`config.mk`:
```
export PLATFORM = sky130hd
export DESIGN_NAME = mem_pixel_writer
export DESIGN_NICKNAME = d
export VERILOG_FILES = /design/src/rtl/mem_pixel_writer.sv
export SDC_FILE = /design/constraint.sdc
export NUM_CORES = 1
export LEC_CHECK = 0
export ABC_CLOCK_PERIOD_IN_PS = 2150
export CORE_MARGIN = 2
export CORE_UTILIZATION = 33
export DETAILED_ROUTE_END_ITERATION = 8
export PLACE_DENSITY = 0.71
export RECOVER_POWER = 50
export SLEW_MARGIN = 15
export SYNTH_ARGS = -nofsm -noshare
export SYNTH_HDL_FRONTEND = slang
export SYNTH_HIERARCHICAL = 1
export SYNTH_SLANG_ARGS = --single-unit
```
`constraint.sdc`:
```
create_clock -name clk -period 2.15 [get_ports clk]
set_clock_uncertainty 0.15 [all_clocks]
set_input_delay 0.3225 -clock clk [delete_from_list [all_inputs] [get_ports clk]]
set_output_delay 0.3225 -clock clk [all_outputs]
set_load 0.01 [all_outputs]
```
`src/rtl/mem_pixel_writer.sv`:
```
// mem_pixel_writer: turns 8-bit RGB332 pixel writes into masked 32-bit MCB word writes.
// Define PIXEL_COALESCE_EN to enable merging of same-word pixels (HOLD state, flush, timeout).

module mem_pixel_lane (
    input  logic       clk,
    input  logic       rst,
    input  logic       hit,
    input  logic       clr,
    input  logic [7:0] color,
    output logic [7:0] data,
    output logic       mask
);
    always_ff @(posedge clk) begin
        if (rst) begin
            data <= '0;
            mask <= 1'b1;
        end else if (hit) begin
            data <= color;
            mask <= 1'b0;
        end else if (clr) begin
            data <= '0;
            mask <= 1'b1;
        end
    end
endmodule

module mem_pixel_writer #(
    parameter logic [29:0] BASE_ADDR = 30'h0000_0000,
    parameter int          TIMEOUT   = 16
) (
    input  logic        clk,
    input  logic        rst,
    input  logic        pix_valid,
    output logic        pix_ready,
    input  logic [15:0] pix_addr,
    input  logic [7:0]  pix_color,
    input  logic        flush,
    output logic        mem_cmd_en,
    output logic [2:0]  mem_cmd_instr,
    output logic [5:0]  mem_cmd_bl,
    output logic [29:0] mem_cmd_byte_addr,
    input  logic        mem_cmd_full,
    output logic        mem_wr_en,
    output logic [31:0] mem_wr_data,
    output logic [3:0]  mem_wr_mask,
    input  logic        mem_wr_full,
    input  logic        mem_wr_underrun,
    input  logic        mem_wr_error,
    output logic        busy,
    output logic        err
);
    localparam int NUM_LANES = 4;

    typedef enum logic [1:0] {IDLE, HOLD, PUSH, CMD} state_t;

    typedef struct packed {
        logic [29:0] word_addr;
        logic [1:0]  lane;
        logic        oor;
    } pix_req_t;

    state_t   state, state_n;
    pix_req_t req;
    logic     load, merge;
    logic     wr_en_d, cmd_en_d;
    logic [NUM_LANES-1:0]       lane_hit, lane_clr, lane_mask;
    logic [NUM_LANES-1:0][7:0]  lane_data;

`ifdef PIXEL_COALESCE_EN
    localparam logic [7:0] TMO_LOAD = 8'(TIMEOUT);
    logic [7:0] tmo, tmo_n;
    logic       same_word;
    assign same_word = (req.word_addr == mem_cmd_byte_addr);
`else
    localparam int unused_timeout = TIMEOUT;
    logic unused_flush;
    assign unused_flush = flush;
`endif

    // Base is word aligned, so the lane comes straight from the pixel index.
    always_comb begin
        req.word_addr = (BASE_ADDR + {14'd0, pix_addr}) & 30'h3FFF_FFFC;
        req.lane      = pix_addr[1:0];
        req.oor       = (pix_addr >= 16'd49152);
    end

    always_comb begin
        state_n   = state;
        pix_ready = 1'b0;
        load      = 1'b0;
        merge     = 1'b0;
        wr_en_d   = 1'b0;
        cmd_en_d  = 1'b0;
`ifdef PIXEL_COALESCE_EN
        tmo_n     = tmo;
`endif
        case (state)
            IDLE: begin
                pix_ready = 1'b1;
                if (pix_valid && !req.oor) begin
                    load = 1'b1;
`ifdef PIXEL_COALESCE_EN
                    state_n = HOLD;
                    tmo_n   = TMO_LOAD;
`else
                    state_n = PUSH;
                    wr_en_d = !mem_wr_full;
`endif
                end
            end
`ifdef PIXEL_COALESCE_EN
            HOLD: begin
                pix_ready = req.oor || same_word;
                merge     = pix_valid && !req.oor && same_word;
                if (merge)
                    tmo_n = TMO_LOAD;
                else if (tmo != 8'd0)
                    tmo_n = tmo - 8'd1;
                // A coinciding same-word pixel merges on the same edge it leaves HOLD.
                if ((pix_valid && !req.oor && !same_word) || flush ||
                    (!merge && tmo <= 8'd1) || (mem_wr_mask == 4'h0)) begin
                    state_n = PUSH;
                    wr_en_d = !mem_wr_full;
                end
            end
`endif
            PUSH: begin
                if (mem_wr_en) begin
                    state_n  = CMD;
                    cmd_en_d = !mem_cmd_full;
                end else begin
                    wr_en_d = !mem_wr_full;
                end
            end
            CMD: begin
                if (mem_cmd_en)
                    state_n = IDLE;
                else
                    cmd_en_d = !mem_cmd_full;
            end
            default: state_n = IDLE;
        endcase
        if (rst)
            pix_ready = 1'b0;
    end

    always_ff @(posedge clk) begin
        if (rst) begin
            state             <= IDLE;
            mem_wr_en         <= 1'b0;
            mem_cmd_en        <= 1'b0;
            mem_cmd_byte_addr <= '0;
            err               <= 1'b0;
        end else begin
            state      <= state_n;
            mem_wr_en  <= wr_en_d;
            mem_cmd_en <= cmd_en_d;
            if (load)
                mem_cmd_byte_addr <= req.word_addr;
            err <= err | mem_wr_underrun | mem_wr_error;
        end
    end

`ifdef PIXEL_COALESCE_EN
    always_ff @(posedge clk) begin
        if (rst)
            tmo <= TMO_LOAD;
        else
            tmo <= tmo_n;
    end
`endif

    genvar n;
    generate
        for (n = 0; n < NUM_LANES; n++) begin : g_lane
            assign lane_hit[n] = (load || merge) && (req.lane == 2'(n));
            assign lane_clr[n] = load && (req.lane != 2'(n));
            mem_pixel_lane u_lane (
                .clk   (clk),
                .rst   (rst),
                .hit   (lane_hit[n]),
                .clr   (lane_clr[n]),
                .color (pix_color),
                .data  (lane_data[n]),
                .mask  (lane_mask[n])
            );
        end
    endgenerate

    assign mem_wr_data   = lane_data;
    assign mem_wr_mask   = lane_mask;
    assign mem_cmd_instr = 3'b000;
    assign mem_cmd_bl    = 6'd0;
    assign busy          = !rst && (state != IDLE);
endmodule
```
-- Yosys cells after proc, flatten, opt, wreduce, memory -nomap -nowiden
Cells that the tools add are included.
Widths: inputs -> output; s select.
- output and inout port bits: 80
- register bits after elaboration: 55
- bits of input ports: 32
- reduce and logical (&&, ||, !) cells: 23
- equality and inequality tests: 11
- bitwise operators: 2
- $lt $le $gt $ge: 1
- multiplexer cells: 30
- operators by type and width (kind ; number):
    $mux 8 ; 8
    $ge 16x16->1 const B ; 1
    $mux 1 ; 16
    $reduce_bool 2->1 ; 6
    $logic_and 1x1->1 ; 10
    $ne 2x2->1 const B ; 5
    $eq 2x2->1 const B ; 4
    $mux 2 ; 3
    $pmux 2 s3 ; 1
    $logic_not 1->1 ; 4
    $logic_not 2->1 ; 2
    $pmux 1 s2 ; 2
    $reduce_and 3->1 ; 1
    $eq 2x1->1 const B ; 1
    $ne 2x1->1 const B ; 1
    $or 1x1->1 ; 2

-- Longest topological paths before layout
- word-level depth: 8
- depth in mapped cells: 7
- mapped depth without buffers: 5

-- Cells and area by module
The synthesis kept the hierarchy.
- by module, submodules not included (module ; area an instance (µm²) ; instances ; sequential area each (µm²) ; cells each):
    mem_pixel_lane ; 416.6 ; 4 ; 180.2 ; 40
    mem_pixel_writer ; 1112.3 ; 1 ; 380.4 ; 121

-- Worst setup path before layout
No wires, ideal clock.
- path kind: reg2reg
- from: reg state[1]
- to: reg g_lane[0].u_lane.data[0]
- slack: 0.467 ns
- required time: 1.912 ns
- clock period less this slack: 1.683 ns
- setup time: 0.088 ns
- cell stages (with the launch flop): 8
- arrival: 1.445 ns
- path through: dfxtp_1 > nor2_2 > nand2_1 > nor3_1 > buf_4 > buf_2 > nand2_1 > o32ai_2
- cells in the longest elaborated chain, start to end: 4
- elaborated cells on any way between the ends: 6
- classes of those cells: mux (2); reduce/logical (4)
- RTL lines (element ; line ; RTL):
    from (decl) ; 62 ; state_t state, state_n;
    from (signal assigned) ; 155 ; state <= state_n;
    $logic_not 2->1 * ; 97 ; case (state)
    $mux 1 * ; 97 ;
    $logic_and 1x1->1 * ; 176 ; assign lane_hit[n] = (load || merge) && (req.lane == 2'(n));
    named net lane_hit[0] ; 66 ; logic [NUM_LANES-1:0] lane_hit, lane_clr, lane_mask;
    $mux 8 / $reduce_bool 2->1 (equally long branches) ; - ;
    to (signal assigned) ; 18 ; data <= color;
    to (decl) ; 10 ; output logic [7:0] data,
The timed path passes the listed nets; every way through them passes the cells marked *.
A chain may end at the register's enable or synchronous reset.

-- Final worst setup path
- from: reg state[1]
- to: out busy
- cells in the longest elaborated chain, start to end: 2
- RTL lines (element ; line ; RTL):
    $reduce_bool 2->1 ; 194 ; assign busy = !rst && (state != IDLE);
    $logic_and 1x1->1 ; 194 ;
    to (decl) ; 49 ; output logic busy,
Every way passes these cells.

==> metrics.txt <==
# TYPE chip_impl_metric gauge
chip_impl_metric{name="synth_enable_flop_cells",unit=""} 0
chip_impl_metric{name="total_leakage_power",unit="nW"} 1.355
chip_impl_metric{name="synth_mux_area_share",unit="%"} 0.9005
chip_impl_info{name="synth.largest_area_cell",value="sky130_fd_sc_hd__dfxtp_1"} 1
chip_impl_info{name="combinational_family_with_the_most_area_after_synthesis",value="compound AO/OA/AOI/OAI gates"} 1
chip_impl_metric{name="initial_utilization",unit="%"} 33.99
chip_impl_metric{name="detail_route.wirelength",unit="microns"} 6458
chip_impl_metric{name="number_of_global_route_vias_before_repair",unit=""} 2084
chip_impl_metric{name="clk_pin_slew_worst_paths",unit="ns"} 0.09
chip_impl_metric{name="clock_sink_count",unit=""} 55
chip_impl_metric{name="grt.overflow.total",unit=""} 0
chip_impl_metric{name="dr.first_iter.drc_count",unit=""} 75
chip_impl_info{name="crit_path_launch_type",value="flop"} 1
chip_impl_info{name="synth-main-ff-cell",value="sky130_fd_sc_hd__dfxtp_1"} 1
chip_impl_metric{name="max-vdd-ir-drop",unit="mV"} 0.2628
chip_impl_metric{name="worst-endpoint-required",unit="ns"} 1.68
chip_impl_metric{name="core",unit="sq um"} 8175
chip_impl_metric{name="dieArea",unit="sq um"} 9171
chip_impl_metric{name="pin_count_of_the_biggest_net_entering_global_routing",unit=""} 46
chip_impl_info{name="tritoncts",value="yes"} 1
chip_impl_metric{name="path_buf_inv",unit=""} 1
chip_impl_metric{name="compound_gate_fraction_of_synth_area",unit="%"} 23.73
chip_impl_metric{name="largest_driver_fanout_on_the_critical_path",unit=""} 6
chip_impl_metric{name="route.vias.total",unit=""} 2145
chip_impl_info{name="leading_cell_types_by_total_area_after_synthesis",value="sky130_fd_sc_hd__dfxtp_1 40%, sky130_fd_sc_hd__o32ai_2 16%, sky130_fd_sc_hd__buf_4 8.1%, sky130_fd_sc_hd__nand2_1 4.6%, sky130_fd_sc_hd__nand4b_1 4.4%"} 1
chip_impl_metric{name="postCtsSetupBuffers",unit=""} 0
chip_impl_metric{name="totalPowerFinal",unit="mW"} 2.002
chip_impl_metric{name="synth_area_per_cell",unit="sq um"} 9.889
chip_impl_metric{name="global_route.usage.total",unit="%"} 14.40
chip_impl_info{name="rsz0062_at_grt",value="no"} 1
chip_impl_metric{name="antenna-diode-count",unit=""} 0
chip_impl_metric{name="synthAdderAreaFrac",unit="%"} 0
chip_impl_metric{name="io_buffers",unit=""} 85
chip_impl_metric{name="fmax",unit="MHz"} 503.8
chip_impl_metric{name="min_period_over_period",unit="%"} 92.32
chip_impl_info{name="path_delay_family",value="buffers and inverters"} 1
chip_impl_metric{name="seq_area_frac_synth",unit="%"} 39.62
chip_impl_info{name="worst_setup_path_end_kind",value="output port"} 1
chip_impl_metric{name="postSynthCellCount",unit=""} 281
chip_impl_info{name="run_status",value="finished clean"} 1
chip_impl_metric{name="yosys_warn_count",unit=""} 6
chip_impl_metric{name="wl_per_cell",unit="microns"} 13.77
chip_impl_info{name="critical_path.cell_chain",value="nor2_2 -> nor2_1 -> clkdlybuf4s50_1"} 1
chip_impl_metric{name="finish.net_count",unit=""} 395
chip_impl_metric{name="detail_route.vias_per_cell",unit=""} 4.574
chip_impl_metric{name="synth_cell_types",unit=""} 29
chip_impl_metric{name="critical_path_arrival",unit="ns"} 1.51
chip_impl_metric{name="route.detailed.drc",unit=""} 0
chip_impl_metric{name="synth_largest_type_area_fraction",unit="%"} 39.62
chip_impl_metric{name="drive_gt1_share",unit="%"} 16.76
chip_impl_metric{name="post_synth_and_or_nand_nor_area_fraction",unit="%"} 17.92
chip_impl_metric{name="fillers",unit=""} 813
chip_impl_metric{name="dp.cells",unit=""} 461
chip_impl_metric{name="synth_async_sr_flop_share",unit="%"} 0
chip_impl_metric{name="cts.htree.levels",unit=""} 2
chip_impl_metric{name="cts-hold-fix-buffers",unit=""} 0
chip_impl_metric{name="die_height",unit="microns"} 95.77
chip_impl_metric{name="finalSetupTns",unit="ns"} 0
chip_impl_metric{name="rows",unit=""} 33
chip_impl_metric{name="p_per_area",unit="nW/um^2"} 548.8
chip_impl_metric{name="final-max-slew-violation-count",unit=""} 0
chip_impl_info{name="hp_class",value="flop to flop"} 1
chip_impl_metric{name="ctsLongestPathBuffers",unit=""} 2
chip_impl_metric{name="hpwl",unit="microns"} 4674
chip_impl_metric{name="flow.area_growth_from_synthesis",unit="%"} 31.25
chip_impl_metric{name="hold_viol_final",unit=""} 0
chip_impl_metric{name="cts_repair_resize_count",unit=""} 0
chip_impl_info{name="cts.root.buffer_cell",value="sky130_fd_sc_hd__clkbuf_8"} 1
chip_impl_metric{name="whs",unit="ns"} 0.3242
chip_impl_metric{name="cap_violations",unit=""} 0
chip_impl_metric{name="grt_pass1_wl",unit="microns"} 9998
chip_impl_metric{name="floorplan.die.width",unit="microns"} 95.77
chip_impl_metric{name="layout_min_cycle_time",unit="ns"} 1.985
chip_impl_metric{name="clock_latency",unit="ns"} 0.30
chip_impl_info{name="critPathSlowestCell",value="sky130_fd_sc_hd__clkdlybuf4s50_1"} 1
chip_impl_metric{name="mapped_area",unit="sq um"} 2779
chip_impl_metric{name="ant_nets",unit=""} 0
chip_impl_metric{name="ff_latch_area",unit="sq um"} 1101
chip_impl_info{name="timing.setup.critical_path_class",value="flop to output port"} 1
chip_impl_metric{name="timing.critical_path.slowest_cell_delay",unit="ns"} 0.55
chip_impl_metric{name="num_io_pins",unit=""} 112
chip_impl_metric{name="numCtsBuffers",unit=""} 5
chip_impl_metric{name="globalplace.congestion",unit=""} 0.8220
chip_impl_metric{name="setup_violation_total_in_the_final_timing_report",unit=""} 0
chip_impl_metric{name="fin_cells",unit=""} 469
chip_impl_metric{name="post_synth_xor_area_fraction",unit="%"} 0
chip_impl_metric{name="initial_antenna_violation_count",unit=""} 0
chip_impl_metric{name="multiInputGateArea",unit="sq um"} 1272
chip_impl_metric{name="drt_first_pass_iters",unit=""} 4
chip_impl_metric{name="synth.ff_latch_count",unit=""} 55
==> worst paths after layout <==
check / from / endpoint / slack, ns / cells past startpoint
max: state[1] / busy / 0.17 / 3
min: mem_cmd_byte_addr[12] / mem_cmd_byte_addr[12] / 0.32 / 2
min reg2reg: mem_cmd_byte_addr[12] / mem_cmd_byte_addr[12] / 0.32 / 2
max reg2reg: state[1] / g_lane[2].u_lane/data[7] / 0.24 / 5
==> per-layer routing <==
metal  vias to the layer above  track usage, %  part of all wire (%)
li1                       1067               -                     -
met1                       989           16.68                    41
met2                        82           24.30                    47
met3                         7           5.951                    11
met4                         0           4.286                   1.0
met5                         -               0                     0
==> flip-flops by register name, summed over array words and instances (netlist names) <==
| name | flops |
|---|---|
| err | 1 |
| g_lane.u_lane/data | 32 |
| g_lane.u_lane/mask | 4 |
| mem_cmd_byte_addr | 14 |
| mem_cmd_en | 1 |
| mem_wr_en | 1 |
| state | 2 |
==> area by class of cell <==
class,instances,share of cell area (%)
timing repair buffer,98,25.80
clock buffer,7,2.093
inverter,32,3.293
sequential,55,30.19
multi-input combinational,171,34.89
clock inverter,1,0.1372
tap,105,3.602
==> metrics by stage <==
step | cell area (sq um) | setup slack [ns] | utilization, %
after floorplan | 2869 | 0.4669 | -
after global placement | 3592 | -0.03882 | 43.94
after detailed placement | 3592 | -0.09750 | 43.94
after CTS | 3674 | 0.1434 | 44.93
after global routing | 3647 | 0.005811 | 44.61
final | 3647 | 0.1652 | 44.61
==> power by group <==
group | internal, mW | switching (mW)
sequential | 1.06 | 0.0210
clock | 0.230 | 0.325
combinational | 0.174 | 0.196
total | 1.46 | 0.543
==> worst reg2reg max path: stages, from the launching register on <==
cell and delay, ns:
sky130_fd_sc_hd__dfxtp_1 0.38, sky130_fd_sc_hd__nor2_2 0.25, sky130_fd_sc_hd__nand2_1 0.28, sky130_fd_sc_hd__a21oi_1 0.23, sky130_fd_sc_hd__or2_1 0.38, sky130_fd_sc_hd__o32ai_2 0.12
==> cell usage in the layout (no fill, tap or decap), types with 2 or more instances in the layout <==
master / instances
sky130_fd_sc_hd__dfxtp_1: 55
sky130_fd_sc_hd__clkdlybuf4s50_1: 48
sky130_fd_sc_hd__dlygate4sd3_1: 36
sky130_fd_sc_hd__nand2_1: 34
sky130_fd_sc_hd__inv_1: 32
sky130_fd_sc_hd__o32ai_2: 28
sky130_fd_sc_hd__conb_1: 25
sky130_fd_sc_hd__nand2b_1: 14
sky130_fd_sc_hd__nand4b_1: 14
sky130_fd_sc_hd__buf_4: 12
sky130_fd_sc_hd__o21ai_0: 9
sky130_fd_sc_hd__a21oi_1: 8
sky130_fd_sc_hd__nor2_1: 7
sky130_fd_sc_hd__o21ai_2: 5
sky130_fd_sc_hd__clkbuf_8: 5
sky130_fd_sc_hd__nor3_2: 4
sky130_fd_sc_hd__or2_1: 4
sky130_fd_sc_hd__o21bai_1: 4
sky130_fd_sc_hd__or3b_1: 4
sky130_fd_sc_hd__nor3_1: 2
sky130_fd_sc_hd__clkbuf_1: 2
==> cell families (layout without fill, tap and decap cells) <==
kind of cell    count (synthesis)  after routing
compound gates                 56             56
simple gates                   88             88
other cells                     1             25
flops                          55             55
mux                             2              2
buf+inv                        79            138
==> cells in the mapped netlist, types with 3 or more instances <==
cell type                  instances
sky130_fd_sc_hd__or3b_1            4
sky130_fd_sc_hd__inv_1            32
sky130_fd_sc_hd__nand4b_1         14
sky130_fd_sc_hd__o32ai_2          28
sky130_fd_sc_hd__nor2_1            7
sky130_fd_sc_hd__o21ai_2          10
sky130_fd_sc_hd__clkbuf_1          3
sky130_fd_sc_hd__nand2_1          34
sky130_fd_sc_hd__o21ai_0           4
sky130_fd_sc_hd__or2_1             4
sky130_fd_sc_hd__buf_4            30
sky130_fd_sc_hd__o21bai_1          4
sky130_fd_sc_hd__dfxtp_1          55
sky130_fd_sc_hd__buf_2             5
sky130_fd_sc_hd__a21oi_1           8
sky130_fd_sc_hd__buf_6             8
sky130_fd_sc_hd__nor3_1            6
sky130_fd_sc_hd__nand2b_1         14
(Power assumes the default switching activity.)
